## src/rtl/dmem_arbiter.sv

```systemverilog
// dmem_arbiter: shares the single-port data memory between the CPU memory
// stage and a DMA/debug master. The CPU has priority. A starvation counter
// forces a waiting DMA beat through, and a burst limit bounds how long the
// DMA can hold the memory.
module dmem_arbiter #(
    parameter int unsigned AW           = 32,
    parameter int unsigned DW           = 32,
    parameter int unsigned STARVE_LIMIT = 4,
    parameter int unsigned MAX_BURST    = 4
) (
    input  logic          clk,
    input  logic          rst,
    // CPU memory-stage port
    input  logic          cpu_req,
    input  logic          cpu_we,
    input  logic [AW-1:0] cpu_addr,
    input  logic [DW-1:0] cpu_wdata,
    output logic [DW-1:0] cpu_rdata,
    output logic          cpu_stall,
    // DMA / debug port
    input  logic          dma_valid,
    input  logic          dma_we,
    input  logic          dma_last,
    input  logic [AW-1:0] dma_addr,
    input  logic [DW-1:0] dma_wdata,
    output logic          dma_ready,
    output logic          dma_rvalid,
    output logic [DW-1:0] dma_rdata,
    // Data memory port
    output logic          mem_we,
    output logic [AW-1:0] mem_addr,
    output logic [DW-1:0] mem_wdata,
    input  logic [DW-1:0] mem_rdata
);

    localparam int SW = $clog2(STARVE_LIMIT + 1);
    localparam int BW = (MAX_BURST > 1) ? $clog2(MAX_BURST) : 1;

    localparam logic [SW-1:0] STARVE_MAX = SW'(STARVE_LIMIT);
    localparam logic [BW-1:0] BEAT_LAST  = BW'(MAX_BURST - 1);

    typedef enum logic {
        S_CPU = 1'b0,
        S_DMA = 1'b1
    } state_t;

    state_t        state, state_next;
    logic [SW-1:0] starve_cnt;
    logic [BW-1:0] beat_cnt, beat_next;
    logic          cpu_gnt;

    // Grant decision: CPU first unless the DMA is starved or owns a burst.
    always_comb begin
        // NOTE: every output of a combinational block gets a default up front,
        // so no path leaves a signal unassigned and no latch is inferred.
        dma_ready = 1'b0;
        cpu_gnt   = 1'b0;
        if (!rst) begin
            if (state == S_CPU) begin
                dma_ready = dma_valid && (!cpu_req || starve_cnt == STARVE_MAX);
                cpu_gnt   = cpu_req && !dma_ready;
            end else begin
                dma_ready = dma_valid;
                cpu_gnt   = cpu_req && !dma_valid;
            end
        end
        cpu_stall = !rst && cpu_req && !cpu_gnt;
        cpu_rdata = mem_rdata;
    end

    // Memory port mux: the granted master drives the memory; idle defaults to CPU.
    always_comb begin
        mem_we    = 1'b0;
        mem_addr  = cpu_addr;
        mem_wdata = cpu_wdata;
        if (dma_ready) begin
            mem_we    = dma_we;
            mem_addr  = dma_addr;
            mem_wdata = dma_wdata;
        end else if (cpu_gnt) begin
            mem_we    = cpu_we;
        end
    end

    // Next-state logic: enter a burst on a non-final beat, leave on the
    // final beat, on the burst limit, or when the DMA pauses and the CPU waits.
    always_comb begin
        state_next = state;
        beat_next  = beat_cnt;
        if (state == S_CPU) begin
            if (dma_ready && !dma_last && MAX_BURST > 1) begin
                state_next = S_DMA;
                beat_next  = BW'(1);
            end
        end else begin
            if (dma_ready) begin
                if (dma_last || beat_cnt == BEAT_LAST) begin
                    state_next = S_CPU;
                    beat_next  = '0;
                end else begin
                    beat_next  = beat_cnt + BW'(1);
                end
            end else if (cpu_req) begin
                state_next = S_CPU;
                beat_next  = '0;
            end
        end
    end

    // State, burst and starvation registers with synchronous reset.
    always_ff @(posedge clk) begin
        // NOTE: sequential state uses non-blocking assignments so every
        // register samples pre-edge values regardless of statement order.
        if (rst) begin
            state      <= S_CPU;
            beat_cnt   <= '0;
            starve_cnt <= '0;
        end else begin
            state    <= state_next;
            beat_cnt <= beat_next;
            if (dma_ready)
                starve_cnt <= '0;
            else if (dma_valid && starve_cnt != STARVE_MAX)
                starve_cnt <= starve_cnt + SW'(1);
        end
    end

    // DMA read return: capture memory data one cycle after an accepted read.
    always_ff @(posedge clk) begin
        // NOTE: the read-data register is reset too, so the DMA side never
        // observes X after reset even though dma_rvalid already qualifies it.
        if (rst) begin
            dma_rvalid <= 1'b0;
            dma_rdata  <= '0;
        end else begin
            dma_rvalid <= dma_ready && !dma_we;
            if (dma_ready && !dma_we)
                dma_rdata <= mem_rdata;
        end
    end

endmodule

```

## config.mk

```make
export PLATFORM = sky130hd
export DESIGN_NAME = dmem_arbiter
export DESIGN_NICKNAME = d
export VERILOG_FILES = /design/src/rtl/dmem_arbiter.sv
export SDC_FILE = /design/constraint.sdc
export NUM_CORES = 1
export LEC_CHECK = 0
export ABC_AREA = 1
export BUFFER_PORTS_ARGS = -buffer_cell sky130_fd_sc_hd__buf_2
export CAP_MARGIN = 20
export CORE_AREA = 2 2 116 118
export DETAILED_ROUTE_END_ITERATION = 7
export DIE_AREA = 0 0 118 120
export SETUP_SLACK_MARGIN = 0.05
export SYNTH_ARGS = -nofsm -noshare
export SYNTH_HDL_FRONTEND = slang
export SYNTH_SLANG_ARGS = --single-unit
export TNS_END_PERCENT = 50
```

## constraint.sdc

```tcl
create_clock -name clk -period 3.4 [get_ports clk]
set_clock_uncertainty 0.05 [all_clocks]
set_input_delay 0.68 -clock clk [delete_from_list [all_inputs] [get_ports clk]]
set_output_delay 0.68 -clock clk [all_outputs]
set_load 0.01 [all_outputs]
```

[Word-level counts from Yosys, hierarchy flattened]
Cells that the tools add are included.
Operators by class
  $add $sub $neg: 2
  equality and inequality tests: 4
  muxes and demuxes: 18
  reductions and logical operators: 20
Operators with widths (number)
  two-way mux 32 bit: 2
  two-way mux 1 bit: 11
  two-way mux 2 bit: 5
  logical AND 1 bit: 8
  logical NOT 1 bit: 7
  != test 3 bit (second input constant): 2
  adder 3 x 1 -> 3 bit (second input constant): 1
  == test 3 bit (second input constant): 1
  adder 2 x 1 -> 2 bit (second input constant): 1
  == test 2 bit (second input constant): 1
  logical OR 1 bit: 2
  AND reduction 2 bit: 1
  nonzero test 2 bit: 1
  OR reduction 2 bit: 1
Storage, ports and cells
  flip-flop bits (word level): 39
  bits of input ports: 167
  logic and storage cells: 49

[Depth between registers and ports, before layout]
Gate-level depths: netlist (run 1).
  depth after elaboration: 9
  mapped depth: 10

[Worst setup path before layout (run 1)]
No wires, ideal clock.
  kind: input to output
  start: in cpu_req
  end: out mem_addr[0]
  data arrival time: 1.378 ns
  data required time: 2.670 ns
  slack: 1.292 ns
  cell stages on the path: 6
  buffers on the path: 2
  path through: nand3_2 -> nand3_4 -> buf_4 -> buf_2 -> nand2_1 -> nand2_1
On the way
  longest elaborated chain between the ends: 6
RTL lines
  start: declaration: line 14  | input logic cpu_req,
  logical NOT 1 bit: line 60  | dma_ready = dma_valid && (!cpu_req || starve_cnt == STARVE_MAX);
  logical OR 1 bit: line 60
  logical AND 1 bit: line 60
  two-way mux 1 bit: line 59  | if (state == S_CPU) begin
  two-way mux 1 bit: line 58  | if (!rst) begin
  two-way mux 32 bit: line 76  | if (dma_ready) begin
  end: declaration: line 31  | output logic [AW-1:0] mem_addr,
Every way passes these cells.

[Worst setup path after layout (run 1)]
  start: reg starve_cnt[0]
  end: out mem_wdata[31]
On the way
  longest elaborated chain between the ends: 6
RTL lines
  start: declaration: line 48  | logic [SW-1:0] starve_cnt;
  start signal: assignment: line 124  | starve_cnt <= starve_cnt + SW'(1);
  == test 3 bit: line 60
  logical OR 1 bit: line 60
  logical AND 1 bit: line 60
  two-way mux 1 bit: line 59
  two-way mux 1 bit: line 58
  two-way mux 32 bit: line 76
  end: declaration: line 32  | output logic [DW-1:0] mem_wdata,
Every way passes these cells.

==> out/qor.yml, run 1 <==
drt:
  vias: 3438
  drt.antenna.violating_nets: 0
  routed_wl_um: 10400
  viasPerCell: 3.98
  post-route-drc-count: 0
  wl_per_cell_um: 12.1
  first_iter_violations: 130
  firstDrtPassIters: 4
power:
  power.density_nw_per_um2: 327
  p_leak_nw: 2.47
  vdd_drop_max_v: 0.000310
sta:
  fin_setup_tns_ns: 0
  period_share_pct: 86.1
  fin_ws_ns: 0.473
  slew_headroom_pct: 55.5
  post-route-min-period_ns: 2.93
  hold_viol: 0
  drv_slew: 0
  rsz0062_at_grt: "no"
  finalSetupViolCount: 0
  max_freq_mhz: 342
  tightest_slew_ns: 0.667
run_status:
  outcome: "complete, no violations"
floorplanning:
  core_um2: 13000
  fp-row-count: 42
  pin_count: 299
  die_w_um: 118
  start_util_pct: 20.1
  die-area_um2: 14200
  die_y_um: 120
finish:
  fin_cells: 863
  fin_area_um2: 4100
  syn2layout_area_growth_pct: 57.3
  drive_above_1_share_pct: 47.5
  nFillCells: 1510
  nets: 856
logic_synthesis:
  synth.cell_area_um2: 2610
  syn_inst: 431
  ys_types: 21
  syn_nets: 601
  ys_seq_area_share_pct: 29.9
  avgSynthCellArea_um2: 6.05
  synth_warnings: 0
  synth_seq_cells: 39
worst_setup_path:
  crit_top_cell: "nand2_1"
  setup.worst_path.start_class: "register"
  crit_type: "reg -> out"
  path_max_fanout: 67
  cp.arrival_ns: 2.20
  crit_required_ns: 2.67
  max_stage_delay_ns: 0.53
  cp_slowest_cell: "buf_4"
  path_cells: "inv_1, ha_1, nand2_1, nand3_2, nand3_4, buf_4, nand2_1, nand2_1, buf_2"
  end_kind: "output port"
global_route:
  overflow: 0
  grt_max_degree: 68
  grt_pass1_vias: 3022
  grt_pass1_wl_um: 15300
  track_usage_pct: 13.5
  antenna_found_initial: 1
clocking:
  cts_buffer_depth: 2
  clock_sinks: 39
  cts_root_buf: "clkbuf_16"
  cts_setup_buffers: 0
  cts.reportedPaths.clkPinSlew_ns: 0.05
  cts.repair.resized: 0
  hold_buffers: 0
  tritoncts: "done"
  cts_buffers: 5
  clock_latency_ns: 0.27
  cts.htree.levels: 2
placement:
  port_buffers: 298
  dp_slack_ns: 0.637
  dp_hpwl_um: 8420
  place_area_um2: 3960
  gp_congestion: 0.865
  placed_cells: 855
worst_hold_path:
  hp-class: "reg -> reg"
run:
  drv_cap: 0
logic make-up (layout without fill, tap and decap cells):
family	Yosys count	in the layout	synth area share (%)
flops	39	39	29.9
compound gates	38	38	8.58
fa+ha+maj	3	3	1.44
buf+inv	65	320	17.1
simple gates	285	285	42.6
xor+xnor	1	1	0.336
other cells	0	1	0
cells in the final DEF (no fill, tap or decap), types with 5 or more instances in the layout:
cell and n:
buf_2 298, nand2_1 272, dfxtp_1 39, o21ai_0 15
o21ai_1 9, o21ai_2 9, buf_4 7, inv_1 6
a21oi_1 5, clkbuf_16 5
final cells by class:
type	count	area (um2)	share of cell area, %
Tap cell	176	220	5.37
Multi-Input combinational cell	327	1380	33.7
Sequential cell	39	781	19.0
Inverter	8	30.0	0.732
Clock inverter	1	5.00	0.122
Antenna cell	1	2.50	0.0610
Clock buffer	6	139	3.39
Timing Repair Buffer	305	1540	37.6
routing by layer:
| layer | GRT usage, % | share of wire [%] | up-vias |
|---|---|---|---|
| met4 | 5.20 | 2.4 | 0 |
| met5 | 0 | 0 | - |
| met2 | 22.9 | 46 | 205 |
| met3 | 3.71 | 10 | 13 |
| li1 | - | - | 1794 |
| met1 | 16.1 | 41 | 1426 |
through the flow:
step	util (%)	power [mW]	hold WS, ns
floorplan	-	0.698	0.387
global placement	30.5	0.895	0.401
detailed placement	30.5	0.894	0.406
CTS	31.6	1.37	0.414
global route	31.6	1.42	0.426
finish	31.6	1.34	0.407
synth_stat cells:
master    number  share of area, %
nand4_1        3              0.72
ha_1           3               1.4
nand3_2        1              0.38
inv_1          6              0.86
o21ai_2        9               3.0
buf_6          7               3.0
a21oi_1        5              0.96
nand3_1        3              0.58
buf_2          9               1.7
dfxtp_1       39                30
nand3_4        1              0.67
clkbuf_1       4              0.58
nor2_4         1              0.43
buf_4         37                11
nor2_1         3              0.43
inv_2          2              0.29
o21ai_0       15               2.9
and3_1         1              0.24
xor2_1         1              0.34
nand2_1      272                39
o21ai_1        9               1.7
sequential cells by signal, indices dropped and copies added, names as in the netlist:
signal,flops
starve_cnt,3
dma_rdata,32
dma_rvalid,1
state,1
beat_cnt,2
where the power goes:
part / switching [mW] / leakage, nW / internal (mW)
Combinational: 0.220 / 2.08 / 0.179
Sequential: 0.00946 / 0.317 / 0.476
Clock: 0.173 / 0.0727 / 0.286
path summary, 6_finish.rpt:
path	start	to	slack, ns	cells past startpoint
setup / recovery	starve_cnt[0]	mem_wdata[31]	0.47	9
hold / removal	beat_cnt[1]	beat_cnt[1]	0.41	2
setup reg to reg	starve_cnt[0]	dma_rdata[20]	1.17	10
hold reg to reg	beat_cnt[1]	beat_cnt[1]	0.41	2
worst max-delay path: cells and delay by family (launching register included):
family | cells | cell delay [ns]
buffers and inverters | 3 | 0.74
AND/OR/NAND/NOR | 5 | 0.62
flip-flops | 1 | 0.34
adder cells (fa/ha/maj) | 1 | 0.18
(Power assumes the default switching activity.)
==> run 2: changes to the inputs <==
==> constraint.sdc (replaced) <==
create_clock -name clk -period 3.4 [get_ports clk]
set_clock_uncertainty 0.05 [all_clocks]
set_input_delay 0.68 -clock clk [delete_from_list [all_inputs] [get_ports clk]]
set_output_delay 0.68 -clock clk [all_outputs]
set_load 0.005 [all_outputs]
==> out/qor.yml, run 2 (synthesis results as in run 1) <==
run_status:
  outcome: "complete, no violations"
clocking:
  cts_buffer_depth: 2
  cts.reportedPaths.clkPinSlew_ns: 0.05
  cts_buffers: 5
  cts.htree.levels: 2
  clock_latency_ns: 0.28
  hold_buffers: 0
  clock_sinks: 39
  tritoncts: "done"
  cts_setup_buffers: 0
  cts_root_buf: "clkbuf_16"
  cts.repair.resized: 0
drt:
  post-route-drc-count: 0
  wl_per_cell_um: 12.1
  drt.antenna.violating_nets: 0
  vias: 3399
  viasPerCell: 3.94
  first_iter_violations: 148
  routed_wl_um: 10400
  firstDrtPassIters: 4
global_route:
  grt_pass1_wl_um: 15700
  overflow: 0
  track_usage_pct: 13.8
  grt_max_degree: 68
  antenna_found_initial: 1
  grt_pass1_vias: 3013
floorplanning:
  die_y_um: 120
  fp-row-count: 42
  pin_count: 299
  start_util_pct: 20.1
  core_um2: 13000
  die-area_um2: 14200
  die_w_um: 118
worst_setup_path:
  reg2reg_to: "dma_rdata[20]"
  crit_top_cell: "nand2_1"
  setup.worst_path.start_class: "register"
  r2r-start: "starve_cnt[0]"
  max_stage_delay_ns: 0.52
  cp_slowest_cell: "buf_4"
  cp.arrival_ns: 2.25
  reg2reg_slack_ns: 1.17
  reg2reg_depth: 10
  crit_path_start: "starve_cnt[0]"
  end_kind: "output port"
  crit_type: "reg -> out"
  crit_required_ns: 2.67
  path_max_fanout: 67
  path_cells: "inv_1, ha_1, nand2_1, nand3_2, nand3_4, buf_4, nand2_1, nand2_1, buf_2"
  crit_end: "mem_wdata[28]"
finish:
  top_regs: "dma_rdata (32), starve_cnt (3), beat_cnt (2)"
  layout_common_cells: "buf_2 (298), nand2_1 (272), dfxtp_1 (39), o21ai_0 (15)"
  largest_reg_flops: 32
  largest_register: "dma_rdata"
  final_common_cell: "buf_2"
  nets: 854
  syn2layout_area_growth_pct: 56.5
  drive_above_1_share_pct: 47.2
  final_core_util_pct: 31.4
sta:
  finalSetupViolCount: 0
  slew_headroom_pct: 56.4
  drv_slew: 0
  hold_viol: 0
  max_freq_mhz: 335
  fin_setup_tns_ns: 0
  period_share_pct: 87.7
  post-route-min-period_ns: 2.98
  tightest_slew_ns: 0.654
  rsz0062_at_grt: "no"
run:
  drv_cap: 0
worst_hold_path:
  hp-class: "reg -> reg"
  hold_depth: 2
power:
  p_total_mw: 1.29
  power.density_nw_per_um2: 315
  vdd_drop_max_v: 0.000266
  p_leak_nw: 2.45
placement:
  dp_hpwl_um: 8450
  gp_congestion: 0.836
  port_buffers: 298
run 2: cell count changes in the layout (fill, tap and decap cells not counted):
cell      previous run  this run
clkbuf_8             1         0
buf_4                7         5
clkbuf_1             0         2
run 2: where the power goes:
part	internal [mW]	switching, mW
sequential	0.476	0.0100
clock	0.271	0.173
combinational	0.175	0.180
run 2: worst min path at each step:
stage	startpoint	to	slack [ns]
floorplan	beat_cnt[1]	beat_cnt[1]	0.39
global placement	beat_cnt[1]	beat_cnt[1]	0.40
detailed placement	beat_cnt[1]	beat_cnt[1]	0.40
CTS	beat_cnt[1]	beat_cnt[1]	0.41
global route	dma_rdata[11]	dma_rdata[11]	0.44
finish	beat_cnt[1]	beat_cnt[1]	0.41
run 2: metrics by stage:
stage,cell area (um2),instances,setup WS (ns),hold slack (ns)
after floorplan,2610,431,1.32,0.387
after global placement,3940,853,0.614,0.403
after detailed placement,3940,853,0.614,0.405
after CTS,4080,861,0.420,0.413
after global routing,4080,861,0.237,0.443
final,4080,862,0.418,0.413
run 2: routing by layer:
| layer | vias to the layer above | GRT usage (%) | part of all wire (%) | wire [um] |
|---|---|---|---|---|
| li1 | 1791 | - | - | - |
| met1 | 1410 | 16.9 | 42 | 4370 |
| met2 | 183 | 22.7 | 46 | 4770 |
| met3 | 15 | 3.47 | 9.1 | 949 |
| met4 | 0 | 6.48 | 3.2 | 335 |
| met5 | - | 0 | 0 | 0 |
run 2: area by class of cell:
cell class	count	area (um2)
fill	1477	8900
timing repair buffer	303	1530
multi-input combinational	327	1380
sequential	39	781
tap	176	220
clock buffer	7	133
inverter	8	30.0
clock inverter	1	5.00
antenna	1	2.50
run 2: worst max-delay path, delay by kind of cell, from the launching register on:
family                     cells  cell delay, ns
buffers and inverters          3            0.71
and+or+nand+nor                5            0.69
DFF                            1            0.35
adders and majority gates      1            0.19
==> run 3: changes to the inputs <==
--- a/config.mk
+++ b/config.mk
@@ -11,6 +11,7 @@
 export CORE_AREA = 2 2 116 118
 export DETAILED_ROUTE_END_ITERATION = 7
 export DIE_AREA = 0 0 118 120
+export RECOVER_POWER = 100
 export SETUP_SLACK_MARGIN = 0.05
 export SYNTH_ARGS = -nofsm -noshare
 export SYNTH_HDL_FRONTEND = slang
==> out/qor.yml, run 3 (synthesis results as in run 1) <==
finish:
  final_core_util_pct: 30.2
  syn2layout_area_growth_pct: 50.5
  fin_cells: 862
  layout_common_cells: "nand2_1 (272), buf_2 (215), clkbuf_1 (86), dfxtp_1 (39), o21ai_0 (33)"
  nets: 854
  drive_above_1_share_pct: 33.1
  fin_area_um2: 3930
  largest_register: "dma_rdata"
  final_common_cell: "nand2_1"
  top_regs: "dma_rdata (32), starve_cnt (3), beat_cnt (2)"
  largest_reg_flops: 32
worst_setup_path:
  reg2reg_slack_ns: 0.64
  setup.worst_path.start_class: "register"
  crit_type: "reg -> out"
  end_kind: "output port"
  reg2reg_depth: 9
  path_max_fanout: 67
  crit_required_ns: 2.67
  reg2reg_to: "dma_rdata[15]"
  cp.arrival_ns: 2.27
  r2r-start: "starve_cnt[0]"
sta:
  slew_headroom_pct: 31.6
  drv_slew: 0
  tightest_slew_ns: 1.03
  period_share_pct: 88.3
  post-route-min-period_ns: 3.00
  fin_setup_tns_ns: 0
  fin_ws_ns: 0.396
  max_freq_mhz: 333
  hold_slack_ns: 0.417
  finalSetupViolCount: 0
  rsz0062_at_grt: "no"
  hold_viol: 0
clocking:
  cts.reportedPaths.clkPinSlew_ns: 0.05
  tritoncts: "done"
  cts_root_buf: "clkbuf_16"
  cts_buffers: 5
  cts.htree.levels: 2
  cts.repair.resized: 0
  cts_buffer_depth: 2
  clock_latency_ns: 0.28
  clock_sinks: 39
  hold_buffers: 0
  cts_setup_buffers: 0
power:
  p_total_mw: 1.26
  p_seq_share_pct: 38.4
  power.density_nw_per_um2: 322
  power_frac_comb_pct: 26.4
  swShare_pct: 28.5
  p_leak_nw: 2.16
  vdd_drop_max_v: 0.000269
  switchingPower_mw: 0.361
  clkPwrFrac_pct: 35.1
  p_int_mw: 0.903
run_status:
  outcome: "complete, no violations"
worst_hold_path:
  holdPathEnd: "beat_cnt[1]"
  hold_depth: 2
  hp-class: "reg -> reg"
  hp-start: "beat_cnt[1]"
drt:
  firstDrtPassIters: 4
  routed_wl_um: 10300
  vias: 3413
  drt.antenna.violating_nets: 0
  wl_per_cell_um: 12.0
  viasPerCell: 3.96
  post-route-drc-count: 0
  first_iter_violations: 147
floorplanning:
  die_y_um: 120
  pin_count: 299
  die-area_um2: 14200
  start_util_pct: 20.1
  fp-row-count: 42
  die_w_um: 118
  core_um2: 13000
run:
  drv_cap: 0
placement:
  port_buffers: 298
  gp_congestion: 0.836
  dp_hpwl_um: 8450
  placed_cells: 853
  dp_slack_ns: 0.614
  place_area_um2: 3940
global_route:
  grt_max_degree: 68
  grt_pass1_vias: 3013
  track_usage_pct: 13.8
  antenna_found_initial: 1
  grt_pass1_wl_um: 15700
  overflow: 0
## run 3: cell types whose count changed in the layout (fill, tap and decap cells not counted), moves of 2 or more
cell and delta:
o21ai_1 -9, o21ai_0 +18, o21ai_2 -9, buf_2 -83, buf_4 -2, clkbuf_1 +84
## run 3: worst max-delay path, stage by stage (launching register included)
cell	delay [ns]
dfxtp_1	0.35
inv_1	0.07
ha_1	0.19
nand2_1	0.08
nand3_1	0.17
nand3_4	0.10
buf_4	0.50
nand2_1	0.25
nand2_1	0.14
buf_2	0.12
## run 3: worst max-delay path by stage
| stage | slack [ns] | end | startpoint | depth (start not counted) |
|---|---|---|---|---|
| CTS | 0.42 | mem_wdata[28] | starve_cnt[0] | 9 |
| floorplan | 1.32 | mem_addr[0] | cpu_req | 6 |
| finish | 0.40 | mem_wdata[28] | starve_cnt[0] | 9 |
| global route | 0.20 | mem_wdata[28] | starve_cnt[0] | 9 |
| detailed placement | 0.61 | mem_wdata[28] | cpu_req | 7 |
| global placement | 0.61 | mem_wdata[28] | cpu_req | 7 |
## run 3: area by class of cell
type / instances / area, um2
fill: 1524 / 9050
timing repair buffer: 303 / 1420
multi-input combinational: 327 / 1340
sequential: 39 / 781
tap: 176 / 220
clock buffer: 7 / 133
inverter: 8 / 30.0
clock inverter: 1 / 5.00
antenna: 1 / 2.50
## run 3: power groups by stage
stage / sequential (mW) / clock, mW / combinational, mW
floorplan: 0.496 / 0 / 0.162
global placement: 0.495 / 0 / 0.359
detailed placement: 0.495 / 0 / 0.358
CTS: 0.486 / 0.461 / 0.360
global route: 0.489 / 0.476 / 0.372
finish: 0.486 / 0.444 / 0.334
## run 3: routing by layer
metal  wire [um]  vias up  part of all wire, %  track usage [%]
met2        4760      188                   46             22.7
met1        4280     1417                   41             16.9
met3         927       17                  9.0             3.47
li1            -     1791                    -                -
met4         355        0                  3.4             6.48
met5           0        -                    0                0
